<file path="src/rtl/vga_pkg.sv">
// Framebuffer geometry, fill-engine state encoding and clip helper shared with the display stage.
package vga_pkg;

  localparam int unsigned FB_WIDTH      = 160;
  localparam int unsigned FB_HEIGHT     = 120;
  localparam int unsigned FB_COLOR_BITS = 9;
  localparam int unsigned FB_WORDS      = FB_WIDTH * FB_HEIGHT;
  localparam int unsigned FB_X_BITS     = $clog2(FB_WIDTH);
  localparam int unsigned FB_Y_BITS     = $clog2(FB_HEIGHT);

  typedef enum logic [1:0] {
    FILL_IDLE = 2'd0,
    FILL_CLIP = 2'd1,
    FILL_DRAW = 2'd2,
    FILL_DONE = 2'd3
  } fill_state_e;

  // min(base+len, limit) with a 33-bit sum so huge edges never wrap back into range
  function automatic logic [31:0] clip_end(input logic [31:0] base,
                                           input logic [31:0] len,
                                           input logic [31:0] limit);
    logic [32:0] sum;
    sum = {1'b0, base} + {1'b0, len};
    return (sum > {1'b0, limit}) ? limit : sum[31:0];
  endfunction

endpackage

</file>
<file path="src/rtl/rect_fill_engine.sv">
// Rectangle-fill pixel generator: clips a command to the framebuffer and emits
// one registered pixel write per clock in raster order.
module rect_fill_engine
  import vga_pkg::*;
(
  input  logic        Fast_Clock,
  input  logic        Reset_N,
  input  logic        Cmd_Valid,
  output logic        Cmd_Ready,
  input  logic [31:0] Cmd_X,
  input  logic [31:0] Cmd_Y,
  input  logic [31:0] Cmd_W,
  input  logic [31:0] Cmd_H,
  input  logic [31:0] Cmd_Color,
  output logic        Enable_Draw,
  output logic [31:0] Draw_X,
  output logic [31:0] Draw_Y,
  output logic [31:0] Draw_Color,
  output logic        Busy,
  output logic        Done
);

  fill_state_e              state_q, state_d;
  logic [31:0]              cmd_x_q, cmd_x_d;
  logic [31:0]              cmd_y_q, cmd_y_d;
  logic [31:0]              cmd_w_q, cmd_w_d;
  logic [31:0]              cmd_h_q, cmd_h_d;
  logic [FB_COLOR_BITS-1:0] color_q, color_d;
  logic [FB_X_BITS-1:0]     x_end_q, x_end_d;
  logic [FB_Y_BITS-1:0]     y_end_q, y_end_d;
  logic [FB_X_BITS-1:0]     cur_x_q, cur_x_d;
  logic [FB_Y_BITS-1:0]     cur_y_q, cur_y_d;

  logic                     cmd_ready_q, cmd_ready_d;
  logic                     busy_q, busy_d;
  logic                     done_q, done_d;
  logic                     enable_q, enable_d;
  logic [FB_X_BITS-1:0]     draw_x_q, draw_x_d;
  logic [FB_Y_BITS-1:0]     draw_y_q, draw_y_d;
  logic [FB_COLOR_BITS-1:0] draw_color_q, draw_color_d;

  logic [31:0]              x_end_c, y_end_c;
  logic                     empty_c;
  logic [FB_X_BITS-1:0]     x_next_c;
  logic [FB_Y_BITS-1:0]     y_next_c;
  logic                     unused_bits;

  assign x_end_c  = clip_end(cmd_x_q, cmd_w_q, 32'(FB_WIDTH));
  assign y_end_c  = clip_end(cmd_y_q, cmd_h_q, 32'(FB_HEIGHT));
  assign empty_c  = (cmd_w_q == 32'd0) || (cmd_h_q == 32'd0) ||
                    (cmd_x_q >= 32'(FB_WIDTH)) || (cmd_y_q >= 32'(FB_HEIGHT));
  assign x_next_c = cur_x_q + FB_X_BITS'(1);
  assign y_next_c = cur_y_q + FB_Y_BITS'(1);

  // Clipped ends always fit the narrow counters; only the colour LSBs are meaningful.
  assign unused_bits = ^{x_end_c[31:FB_X_BITS], y_end_c[31:FB_Y_BITS],
                         Cmd_Color[31:FB_COLOR_BITS]};

  // Next-state and registered-output logic; outputs lag the state by one cycle.
  always_comb begin
    state_d      = state_q;
    cmd_x_d      = cmd_x_q;
    cmd_y_d      = cmd_y_q;
    cmd_w_d      = cmd_w_q;
    cmd_h_d      = cmd_h_q;
    color_d      = color_q;
    x_end_d      = x_end_q;
    y_end_d      = y_end_q;
    cur_x_d      = cur_x_q;
    cur_y_d      = cur_y_q;
    draw_x_d     = draw_x_q;
    draw_y_d     = draw_y_q;
    draw_color_d = draw_color_q;

    unique case (state_q)
      FILL_IDLE: begin
        if (Cmd_Valid && cmd_ready_q) begin
          cmd_x_d = Cmd_X;
          cmd_y_d = Cmd_Y;
          cmd_w_d = Cmd_W;
          cmd_h_d = Cmd_H;
          color_d = Cmd_Color[FB_COLOR_BITS-1:0];
          state_d = FILL_CLIP;
        end
      end
      FILL_CLIP: begin
        x_end_d = x_end_c[FB_X_BITS-1:0];
        y_end_d = y_end_c[FB_Y_BITS-1:0];
        if (empty_c) begin
          state_d = FILL_DONE;
        end else begin
          cur_x_d = cmd_x_q[FB_X_BITS-1:0];
          cur_y_d = cmd_y_q[FB_Y_BITS-1:0];
          state_d = FILL_DRAW;
        end
      end
      FILL_DRAW: begin
        if (x_next_c == x_end_q) begin
          cur_x_d = cmd_x_q[FB_X_BITS-1:0];
          if (y_next_c == y_end_q) begin
            state_d = FILL_DONE;
          end else begin
            cur_y_d = y_next_c;
          end
        end else begin
          cur_x_d = x_next_c;
        end
      end
      FILL_DONE: state_d = FILL_IDLE;
      default:   state_d = FILL_IDLE;
    endcase

    enable_d    = (state_q == FILL_DRAW);
    done_d      = (state_q == FILL_DONE);
    cmd_ready_d = (state_d == FILL_IDLE);
    busy_d      = (state_d != FILL_IDLE);
    if (state_q == FILL_DRAW) begin
      draw_x_d     = cur_x_q;
      draw_y_d     = cur_y_q;
      draw_color_d = color_q;
    end
  end

  always_ff @(posedge Fast_Clock or negedge Reset_N) begin
    if (!Reset_N) begin
      state_q      <= FILL_IDLE;
      cmd_x_q      <= '0;
      cmd_y_q      <= '0;
      cmd_w_q      <= '0;
      cmd_h_q      <= '0;
      color_q      <= '0;
      x_end_q      <= '0;
      y_end_q      <= '0;
      cur_x_q      <= '0;
      cur_y_q      <= '0;
      cmd_ready_q  <= 1'b1;
      busy_q       <= 1'b0;
      done_q       <= 1'b0;
      enable_q     <= 1'b0;
      draw_x_q     <= '0;
      draw_y_q     <= '0;
      draw_color_q <= '0;
    end else begin
      state_q      <= state_d;
      cmd_x_q      <= cmd_x_d;
      cmd_y_q      <= cmd_y_d;
      cmd_w_q      <= cmd_w_d;
      cmd_h_q      <= cmd_h_d;
      color_q      <= color_d;
      x_end_q      <= x_end_d;
      y_end_q      <= y_end_d;
      cur_x_q      <= cur_x_d;
      cur_y_q      <= cur_y_d;
      cmd_ready_q  <= cmd_ready_d;
      busy_q       <= busy_d;
      done_q       <= done_d;
      enable_q     <= enable_d;
      draw_x_q     <= draw_x_d;
      draw_y_q     <= draw_y_d;
      draw_color_q <= draw_color_d;
    end
  end

  assign Cmd_Ready   = cmd_ready_q;
  assign Busy        = busy_q;
  assign Done        = done_q;
  assign Enable_Draw = enable_q;
  assign Draw_X      = 32'(draw_x_q);
  assign Draw_Y      = 32'(draw_y_q);
  assign Draw_Color  = 32'(draw_color_q);

endmodule

</file>
<file path="config.mk">
export PLATFORM = sky130hd
export DESIGN_NAME = rect_fill_engine
export DESIGN_NICKNAME = d
export VERILOG_FILES = /design/src/rtl/vga_pkg.sv /design/src/rtl/rect_fill_engine.sv
export SDC_FILE = /design/constraint.sdc
export NUM_CORES = 1
export LEC_CHECK = 0
export ABC_AREA = 1
export BUFFER_PORTS_ARGS = -buffer_cell sky130_fd_sc_hd__clkbuf_2
export CORE_MARGIN = 2
export CORE_UTILIZATION = 57
export DETAILED_ROUTE_END_ITERATION = 10
export GPL_TIMING_DRIVEN = 0
export PLACE_DENSITY = 0.82
export SLEW_MARGIN = 20
export SYNTH_ARGS = -nofsm -noshare
export SYNTH_HDL_FRONTEND = slang
export SYNTH_SLANG_ARGS = --single-unit
</file>
<file path="constraint.sdc">
create_clock -name Fast_Clock -period 3.4 [get_ports Fast_Clock]
set_clock_uncertainty 0.15 [all_clocks]
set_input_delay 0.34 -clock Fast_Clock [delete_from_list [all_inputs] [get_ports Fast_Clock]]
set_output_delay 0.34 -clock Fast_Clock [all_outputs]
set_load 0.02 [all_outputs]
</file>
==> metrics.txt <==
area leader, netlist=dfrtp_1; routability cong.=slightly below 1; Reg2Reg Launch Point=cmd_y_q[0]; EDFF count, synth=0; Static Leak=9.376 nW; top_reg_cell synth=dfrtp_1; Initial DRC Count=about 1000; most frequent CP cell=nand2_1; Synth cell types=47; Congestion Overflow GR=0; Slew @ Worst Pin=around 0.89 ns; initial antenna violation count=0; Min Hold Slack=-0.01471 ns; top cells by count, synth=604 x nand2_1, 247 x inv_1, 196 x dfrtp_1, 154 x nor2_1, 130 x mux2_2; sequential power share=approximately a quarter; Routed WL per cell=between 15 and 20 um; H-tree depth=4; Initial Util=58.01%; CTS sink count=between 150 and 200; startpoint types=flop; hpwl dp=31.28 mm; DIE WIDTH=about 160 um; CP Class=reg2reg; mapped cell area=14070 um^2; final slew viol count=0; cts bufs inserted=17; Total Routed Length=between 40 and 50 mm; Ys Warns=0; Comb pwr share=a little under two thirds; first-pass GRT wire length=approximately 66 mm; cell area after layout=approximately 17000 um^2; CTS resizes=0; clock network power share=a little under an eighth; RSZ-0062 raised after global routing=false; Max Root-Sink Buffers=2; crit end category=flop; Internal Pwr Total=between 8 and 9 mW; Total Routing Usage GR=31.84%; Vias=13582; area share of the largest cell type after synthesis=a little over a third; Syn Inst Count=roughly 1900; Reg2Reg Setup Slack=between 0.3 and 0.4 ns; worst r2r path cells=16; core footprint=around 24000 um^2; Reg area=approximately 5000 um^2; Die Ht=roughly 160 um; data arrival time of the critical path=between 3 and 4 ns; max incr delay on CP=about 0.46 ns; Yosys reg bits=approximately 200; CP max stage cell=fa_1; Crit path buffers/inverters=1; DRC viols=0; Seq/Total Area, Yosys=35.06%; Cell Chain, Critical Path=ha_1 > fa_1 > nand2_1 > nand3_1 > nand2_1 > nand2_1 > nand2_1 > nand3_1 > nand2_1 > nand2_1 > nor2_1 > nand3_1 > nor2_2 > nand3_1 > nand2_1 > inv_1; # rows=57; n_diodes=0; Max VDD drop=around 0.54 mV; IO Pins=roughly 260; syn avg cell area=7.427 um^2; vias in the first global route=between 10000 and 15000; period utilisation layout=~89%; hold endpoint=cmd_w_q[19]; postcts setup bufs=0; Crit. Startpoint=cmd_y_q[0]; Worst Path Required=between 3 and 4 ns; crit path max fanout=7; drt pass-1 iters=5; later-pin clock latency in the skew report=approximately 0.45 ns; Synth area leaders=dfrtp_1 35%, nand2_1 16%, mux2_2 10%; Hold Path Cell Cnt=2; share of layout cells above drive strength 1=just under 20%; Max-cap violations=0; Worst Hold Class=in2reg; Final Hold Viols=1; CTS tree=yes; delay-heaviest family, CP=simple AND/OR/NAND/NOR gates; TNS Setup=0 ns; Sw Ratio=about half; Post-CTS Hold Buffers=roughly 100; Port Buffer Count=~170; Final WS setup=0.3644 ns; most common cell in the netlist=nand2_1; final setup fails=0; DP Area=about 16000 um^2; status=complete, but fails checks; clk slew on worst S/H paths=roughly 0.08 ns; DP Worst Slack=approximately 0.46 ns; area delta synth->final=22.52%; Async S/R FF share, synth=100.0%; pwr/cell area=between 1000 and 1500 nW/um^2; Max-slew headroom=about two fifths; Post-DRT Antenna Nets=0; failing checks=hold timing; sw power=between 9 and 10 mW; fmax=329.4 MHz; Via density=5.238; area of the multi-input gates=a little under 8000 um^2; FILL cells=slightly below 2000; Clk Tree Root Cell=clkbuf_16; end of the worst register-to-register path=y_end_q[5]; die area=25950 um^2; Hold Startpoint=Cmd_W[19]; largest net degree at the start of global routing=79; Util after Layout=between 70 and 80%; nets=roughly 2500; Tmin final=3.036 ns
==> power by group through the flow <==
stage | Clock [mW] | Sequential [mW] | Combinational (mW)
floorplan | 0 | 4.21 | 8.06
global placement | 0 | 4.34 | 10.4
detailed placement | 0 | 4.40 | 10.7
CTS | 1.99 | 4.36 | 10.9
global route | 2.10 | 4.51 | 12.4
finish | 1.99 | 4.41 | 11.1
==> worst max path at each step <==
| stage | cells past startpoint | endpoint |
|---|---|---|
| floorplan | 18 | y_end_q[3] |
| global placement | 1 | cmd_y_q[23] |
| detailed placement | 6 | cmd_w_q[9] |
| CTS | 18 | y_end_q[5] |
| global route | 18 | y_end_q[4] |
| finish | 16 | y_end_q[5] |
==> through the flow <==
stage,cells,power [mW]
after floorplan,1965,12.27
after global placement,2456,14.77
after detailed placement,2458,15.12
after CTS,2592,17.25
after global routing,2593,19.05
final,2593,17.51
==> registers in the layout, summed over array words and instances (netlist names) <==
| name | flops |
|---|---|
| x_end_q | 8 |
| state_q | 2 |
| cmd_x_q | 32 |
| Cmd_Ready | 1 |
| draw_x_q | 8 |
| cmd_h_q | 32 |
| color_q | 9 |
| draw_color_q | 9 |
| cur_y_q | 7 |
| draw_y_q | 7 |
| y_end_q | 7 |
| Done | 1 |
| Busy | 1 |
| cmd_w_q | 32 |
| cur_x_q | 8 |
| cmd_y_q | 32 |
| Enable_Draw | 1 |
==> placed cells by master (no fill, tap or decap), types with 3 or more instances in the layout <==
master	instances
nor3b_1	3
a21oi_1	66
buf_4	72
or2_2	3
nand4_1	30
clkinv_4	4
nor2_1	154
xor2_1	17
o21ai_2	13
clkbuf_2	166
mux2_2	130
dlygate4sd3_1	104
nor4_1	22
inv_8	3
nor3_1	13
nor2_2	5
o21ai_1	3
ha_1	71
nand3b_1	15
a21o_1	5
or2_1	4
o21ai_0	25
clkbuf_1	25
xnor2_1	10
clkbuf_16	17
nand2_1	604
o21bai_1	7
nand2_2	4
conb_1	72
inv_2	5
inv_1	247
dfrtp_1	196
clkinvlp_4	4
buf_2	3
nand3_1	117
==> metal layers <==
| metal | routed length [um] | vias to the layer above | GRT usage (%) | share of wire (%) |
|---|---|---|---|---|
| met5 | 0 | - | 0 | 0 |
| met4 | 1656 | 0 | 13.76 | 4.1 |
| met3 | 2608 | 120 | 4.494 | 6.4 |
| met2 | 19130 | 568 | 53.92 | 47 |
| met1 | 17480 | 6249 | 40.94 | 43 |
| li1 | - | 6645 | - | - |
==> cell type report <==
| type | instances | share of cell area, % |
|---|---|---|
| Timing Repair Buffer | 273 | 11.26 |
| Inverter | 253 | 5.510 |
| Buffer | 102 | 3.855 |
| Clock buffer | 18 | 2.548 |
| Tap cell | 324 | 2.352 |
| Multi-Input combinational cell | 1413 | 45.19 |
| Clock inverter | 13 | 0.6752 |
| Sequential cell | 197 | 28.61 |
==> kinds of logic (layout without fill, tap and decap cells) <==
group | Yosys count | in the layout | synth area share [%]
mux | 131 | 131 | 10.48
buf+inv | 355 | 659 | 11.47
simple gates | 986 | 986 | 29.65
fa+ha+maj | 73 | 73 | 6.600
xor+xnor | 27 | 27 | 1.681
other cells | 1 | 72 | 0.02666
compound gates | 124 | 124 | 5.035
flops | 197 | 197 | 35.06
==> worst register-to-register path, delay by kind of cell (launching register included) <==
kind / cells / cell delay (ns)
AND/OR/NAND/NOR: 13 / 1.61
adder cells (fa/ha/maj): 2 / 0.73
buffers and inverters: 1 / 0.03
flip-flops: 1 / 0.41
Note: power is estimated with default switching activity, not from simulation.
